<file path="config.mk">
export PLATFORM = sky130hd
export DESIGN_NAME = gpio_ctrl
export DESIGN_NICKNAME = d
export VERILOG_FILES = /design/src/rtl/gpio_ctrl.sv
export SDC_FILE = /design/constraint.sdc
export NUM_CORES = 1
export LEC_CHECK = 0
export CORE_MARGIN = 5
export CORE_UTILIZATION = 52
export DETAILED_ROUTE_END_ITERATION = 16
export GPL_ROUTABILITY_DRIVEN = 0
export HOLD_SLACK_MARGIN = 0.08
export PLACE_DENSITY = 0.78
export SYNTH_ARGS = -nofsm -noshare
export SYNTH_HDL_FRONTEND = slang
export SYNTH_SLANG_ARGS = --single-unit
</file>
<file path="constraint.sdc">
create_clock -name clk -period 1.8 [get_ports clk]
set_input_delay 0.27 -clock clk [delete_from_list [all_inputs] [get_ports clk]]
set_output_delay 0.27 -clock clk [all_outputs]
set_load 0.1 [all_outputs]
</file>
<file path="src/rtl/gpio_ctrl.sv">
// rtl/gpio_ctrl.sv - PicoBlaze-attached 8-bit GPIO port with edge interrupts
//
// Six registers starting at BASE_ADDR: DOUT, OEN, DIN, MASK, STATUS, EDGE.
// Ports:
//   clk, reset            - system clock, synchronous active-high reset
//   port_id, write_strobe - CPU address and one-cycle write qualifier
//   out_port / in_port    - CPU write data / registered read data
//   interrupt             - registered interrupt request
//   interrupt_ack         - one-cycle acknowledge from the CPU
//   gpio_oen              - per-bit output enable, active low (1 = tristate)
//   gpio_data_out         - pin drive values
//   gpio_data_in          - raw asynchronous pin values
module gpio_ctrl #(
  parameter logic [7:0] BASE_ADDR = 8'h00
) (
  input  logic       clk,
  input  logic       reset,
  input  logic [7:0] port_id,
  input  logic       write_strobe,
  input  logic [7:0] out_port,
  output logic [7:0] in_port,
  output logic       interrupt,
  input  logic       interrupt_ack,
  output logic [7:0] gpio_oen,
  output logic [7:0] gpio_data_out,
  input  logic [7:0] gpio_data_in
);

  localparam logic [7:0] OFF_DOUT   = 8'd0;
  localparam logic [7:0] OFF_OEN    = 8'd1;
  localparam logic [7:0] OFF_DIN    = 8'd2;
  localparam logic [7:0] OFF_MASK   = 8'd3;
  localparam logic [7:0] OFF_STATUS = 8'd4;
  localparam logic [7:0] OFF_EDGE   = 8'd5;

  typedef enum logic [1:0] {
    ST_IDLE    = 2'd0,
    ST_PEND    = 2'd1,
    ST_SERVICE = 2'd2
  } state_t;

  logic [7:0] dout_q,    dout_d;
  logic [7:0] oen_q,     oen_d;
  logic [7:0] mask_q,    mask_d;
  logic [7:0] status_q,  status_d;
  logic [7:0] edge_q,    edge_d;
  logic [7:0] s1_q,      s1_d;
  logic [7:0] s2_q,      s2_d;
  logic [7:0] s3_q,      s3_d;
  logic [7:0] in_port_q, in_port_d;
  logic       interrupt_q, interrupt_d;
  state_t     state_q,   state_d;

  // Offset relative to the base; anything at or above 6 is unmapped.
  logic [7:0] offset;
  logic [7:0] edge_hit;
  logic [7:0] w1c;
  logic       irq_pending;

  assign offset = port_id - BASE_ADDR;

  always_comb begin
    dout_d      = dout_q;
    oen_d       = oen_q;
    mask_d      = mask_q;
    edge_d      = edge_q;
    w1c         = 8'h00;
    in_port_d   = 8'h00;
    state_d     = state_q;

    // Synchronizer chain; s3 holds the previous s2 for edge detection.
    s1_d = gpio_data_in;
    s2_d = s1_q;
    s3_d = s2_q;

    if (write_strobe) begin
      case (offset)
        OFF_DOUT:   dout_d = out_port;
        OFF_OEN:    oen_d  = out_port;
        OFF_MASK:   mask_d = out_port;
        OFF_STATUS: w1c    = out_port;
        OFF_EDGE:   edge_d = out_port;
        default:    ;
      endcase
    end

    // Polarity is applied to the s2/s3 pair only, so changing EDGE alone
    // never produces a hit. Sets are ORed in after the clear so set wins.
    edge_hit = (edge_q & s2_q & ~s3_q) | (~edge_q & ~s2_q & s3_q);
    status_d = (status_q & ~w1c) | edge_hit;

    case (offset)
      OFF_DOUT:   in_port_d = dout_q;
      OFF_OEN:    in_port_d = oen_q;
      OFF_DIN:    in_port_d = s2_q;
      OFF_MASK:   in_port_d = mask_q;
      OFF_STATUS: in_port_d = status_q;
      OFF_EDGE:   in_port_d = edge_q;
      default:    in_port_d = 8'h00;
    endcase

    irq_pending = |(status_q & mask_q);

    case (state_q)
      ST_IDLE:    if (irq_pending)   state_d = ST_PEND;
      ST_PEND:    if (interrupt_ack) state_d = ST_SERVICE;
      ST_SERVICE: if (!irq_pending)  state_d = ST_IDLE;
      default:                       state_d = ST_IDLE;
    endcase

    // Registered request that mirrors the PEND state.
    interrupt_d = (state_d == ST_PEND);
  end

  always_ff @(posedge clk) begin
    if (reset) begin
      dout_q      <= 8'h00;
      oen_q       <= 8'hFF;
      mask_q      <= 8'h00;
      status_q    <= 8'h00;
      edge_q      <= 8'hFF;
      s1_q        <= 8'h00;
      s2_q        <= 8'h00;
      s3_q        <= 8'h00;
      in_port_q   <= 8'h00;
      interrupt_q <= 1'b0;
      state_q     <= ST_IDLE;
    end else begin
      dout_q      <= dout_d;
      oen_q       <= oen_d;
      mask_q      <= mask_d;
      status_q    <= status_d;
      edge_q      <= edge_d;
      s1_q        <= s1_d;
      s2_q        <= s2_d;
      s3_q        <= s3_d;
      in_port_q   <= in_port_d;
      interrupt_q <= interrupt_d;
      state_q     <= state_d;
    end
  end

  assign in_port       = in_port_q;
  assign interrupt     = interrupt_q;
  assign gpio_oen      = oen_q;
  assign gpio_data_out = dout_q;

endmodule

</file>
==> metrics.json <==
{
  "synthMuxAreaShare": 0.172,
  "detailedRoute.firstIterationViolations": 174,
  "fp.dieArea_um2": 7710,
  "rsz0062_at_grt": "no",
  "fmax_mhz": 590,
  "clk_pin_slew_ns": 0.07,
  "synthArstFlopShare": 0,
  "max_slew_margin_vs_limit": 0.638,
  "vias_per_cell": 5.47,
  "drtPass1Iterations": 4,
  "vias": 2513,
  "placeableCoreArea_um2": 5920,
  "setup_total_negative_slack_ns": 0,
  "critical_path_required_ns": 2.03,
  "power_per_cell_area_nw_per_um2": 747,
  "vdd.ir_drop.worst_uv": 516,
  "cp_slowest_stage_delay_ns": 0.60,
  "antenna_violations_before_repair": 0,
  "finalHoldViolations": 0,
  "drv.max_cap_violation_count": 0,
  "grt_overflow": 0,
  "worst_pin_slew_ns": 0.535,
  "tritoncts_clock_tree": "done",
  "tritoncts.num_buffers": 9,
  "yosysSeqAreaShare": 0.477,
  "min-delay-path-class": "in -> reg",
  "layout_min_cycle_time_ns": 1.69,
  "initial_utilization": 0.532,
  "run_status": "complete, no violations",
  "ctsHtreeMaxLevel": 3,
  "critPathTopFamily": "simple AND/OR/NAND/NOR gates",
  "synth_largest_area_cell": "sky130_fd_sc_hd__dfxtp_1",
  "maximum_number_of_pins_on_one_net_before_global_route_repair": 40,
  "total_chip_power_mw": 3.11,
  "report.final.setup_viol": 0,
  "synth.area.top_cells": "sky130_fd_sc_hd__dfxtp_1 (48%), sky130_fd_sc_hd__mux2i_1 (11%), sky130_fd_sc_hd__nand2b_1 (5.2%), sky130_fd_sc_hd__nor2b_1 (5.0%), sky130_fd_sc_hd__nor2_1 (4.4%)",
  "drv_slew": 0,
  "antenna_viol_nets_final": 0,
  "io-pin-count": 53,
  "netlist_instances": 314,
  "grt_use_total": 0.206,
  "die_w_um": 87.8,
  "finalInstanceArea_um2": 4170,
  "ys_seq_elements": 75,
  "synthesis.area_per_instance_um2": 10.0,
  "setup_ws_ns": 0.106,
  "synth_warnings": 0,
  "drt-total-wl_um": 7420,
  "area.growth.synth_to_final_pct": 32.3,
  "fillCellCount": 437,
  "first_global_vias": 2467,
  "placed_cell_area_um2": 4000,
  "synth_enable_flop_cells": 0,
  "worst_clock_skew_ns": 0.00716,
  "path_cells": "clkdlybuf4s50_1 > or4_4 > buf_12 > o41ai_1 > a21oi_1",
  "drc": 0,
  "dpl.cell_count": 444,
  "insertion_delay_ns": 0.34,
  "die_height_um": 87.8,
  "io_buffers": 52,
  "final_layout_size_suffix_gt1_frac": 0.214,
  "postSynth.topFlopCell": "sky130_fd_sc_hd__dfxtp_1",
  "synthSimpleGateAreaFrac": 0.218,
  "antennaDiodeCount": 0,
  "finish.net_count": 408,
  "post_synth_xor_area_fraction": 0,
  "critical_path.slowest_cell": "sky130_fd_sc_hd__or4_4",
  "num_rows": 28,
  "grt_pass1_wl_um": 12100,
  "netlist_area_um2": 3150,
  "worstSetupEndpointType": "flip-flop",
  "final_cells": 459,
  "post-dp-hpwl_um": 5580,
  "synthesis.nets": 342,
  "synth_fa_ha_area_frac": 0,
  "cts.sinks": 75,
  "yosysUniqueCellTypes": 35,
  "synth_compound_gate_area_share": 0.0953,
  "synth_top_family_by_area": "simple AND/OR/NAND/NOR gates",
  "post-route-period-util": 0.941,
  "post_cts_buffers": 0,
  "regArea_um2": 1500,
  "worst-path-max-fanout": 8,
  "worstPathBufferInverterCount": 2,
  "hold_buffers": 0,
  "wl_per_cell_um": 16.2,
  "synth_largest_type_area_fraction": 0.477,
  "post-place-ws_ns": -0.243,
  "static-leakage-power_nw": 1.73,
  "clk_root_buffer_cell": "sky130_fd_sc_hd__clkbuf_8",
  "final.hold.worst_slack_ns": 0.357,
  "clock_path_buffers": 2,
  "footprint_of_the_multi_input_gates_um2": 1540,
  "worst-endpoint-arrival_ns": 1.92,
  "criticalPathCategory": "in -> reg",
  "worst_setup_path_start_kind": "input port",
  "final_core_util": 0.704
}
==> state kept, by name, indices dropped and copies added (netlist names) <==
| name | cells |
|---|---|
| s1_q | 8 |
| interrupt | 1 |
| s2_q | 8 |
| gpio_data_out | 8 |
| in_port | 8 |
| mask_q | 8 |
| state_q | 2 |
| edge_q | 8 |
| gpio_oen | 8 |
| status_q | 8 |
| s3_q | 8 |
==> Yosys cell counts (2+ instances only) <==
cell and count:
sky130_fd_sc_hd__a21oi_1 19, sky130_fd_sc_hd__a222oi_1 3, sky130_fd_sc_hd__a22oi_1 7, sky130_fd_sc_hd__and3b_1 8, sky130_fd_sc_hd__buf_2 5, sky130_fd_sc_hd__clkbuf_1 11, sky130_fd_sc_hd__dfxtp_1 75, sky130_fd_sc_hd__inv_1 9
sky130_fd_sc_hd__mux2_2 12, sky130_fd_sc_hd__mux2i_1 34, sky130_fd_sc_hd__mux4_2 3, sky130_fd_sc_hd__nand2_1 7, sky130_fd_sc_hd__nand2b_1 26, sky130_fd_sc_hd__nand3_1 2, sky130_fd_sc_hd__nor2_1 37, sky130_fd_sc_hd__nor2b_1 25
sky130_fd_sc_hd__nor3_1 2, sky130_fd_sc_hd__nor3b_1 3, sky130_fd_sc_hd__o211a_1 2, sky130_fd_sc_hd__o41ai_1 8, sky130_fd_sc_hd__or4_1 2
==> worst reg2reg max path, delay by kind of cell (launching register included) <==
kind | cells | cell delay (ns)
AO/OA/AOI/OAI | 2 | 0.49
flip-flops | 1 | 0.35
multiplexers | 1 | 0.29
==> per-layer routing <==
layer / GRT usage / up-vias / wire (um)
li1: - / 1238 / -
met1: 0.273 / 1184 / 3380
met2: 0.320 / 76 / 3400
met3: 0.0433 / 15 / 475
met4: 0.0962 / 0 / 165
met5: 0 / - / 0
==> cells by family (layout without fill, tap and decap cells) <==
logic type | Yosys count | count (layout)
AND/OR/NAND/NOR | 120 | 120
flip-flops | 75 | 75
multiplexers | 49 | 49
AO/OA/AOI/OAI | 43 | 43
buffers and inverters | 27 | 97
==> cells in the final DEF (no fill, tap or decap), types with 9 or more instances in the layout <==
cell type / netlist / final
sky130_fd_sc_hd__a21oi_1: 19 / 19
sky130_fd_sc_hd__buf_12: 0 / 18
sky130_fd_sc_hd__buf_4: 1 / 28
sky130_fd_sc_hd__clkbuf_8: 0 / 10
sky130_fd_sc_hd__clkdlybuf4s50_1: 0 / 26
sky130_fd_sc_hd__dfxtp_1: 75 / 75
sky130_fd_sc_hd__inv_1: 9 / 9
sky130_fd_sc_hd__mux2_2: 12 / 12
sky130_fd_sc_hd__mux2i_1: 34 / 34
sky130_fd_sc_hd__nand2b_1: 26 / 26
sky130_fd_sc_hd__nor2_1: 37 / 37
sky130_fd_sc_hd__nor2b_1: 25 / 25
==> power by group <==
part           internal, mW  switching, mW
clock network         0.528          0.599
registers              1.69         0.0230
logic                 0.146          0.126
==> layout make-up <==
type / instances / share of cell area
Clock buffer: 11 / 0.0339
Multi-Input combinational cell: 212 / 0.368
Clock inverter: 4 / 0.00660
Timing Repair Buffer: 73 / 0.200
Sequential cell: 75 / 0.360
Inverter: 9 / 0.00810
Tap cell: 75 / 0.0225
==> what timing repair did <==
item,CTS,global route
endpoints found under the hold margin,0,0
gates resized for setup,0,1
endpoints found under the setup margin,0,1
==> worst paths after layout <==
path	from	end	slack (ns)	cells past startpoint
hold / removal	reset	s3_q[2]	0.36	2
setup / recovery	port_id[5]	status_q[7]	0.11	5
hold reg to reg	s1_q[5]	s2_q[5]	0.45	1
setup reg to reg	gpio_oen[3]	in_port[3]	0.55	3
(Power assumes the default switching activity.)
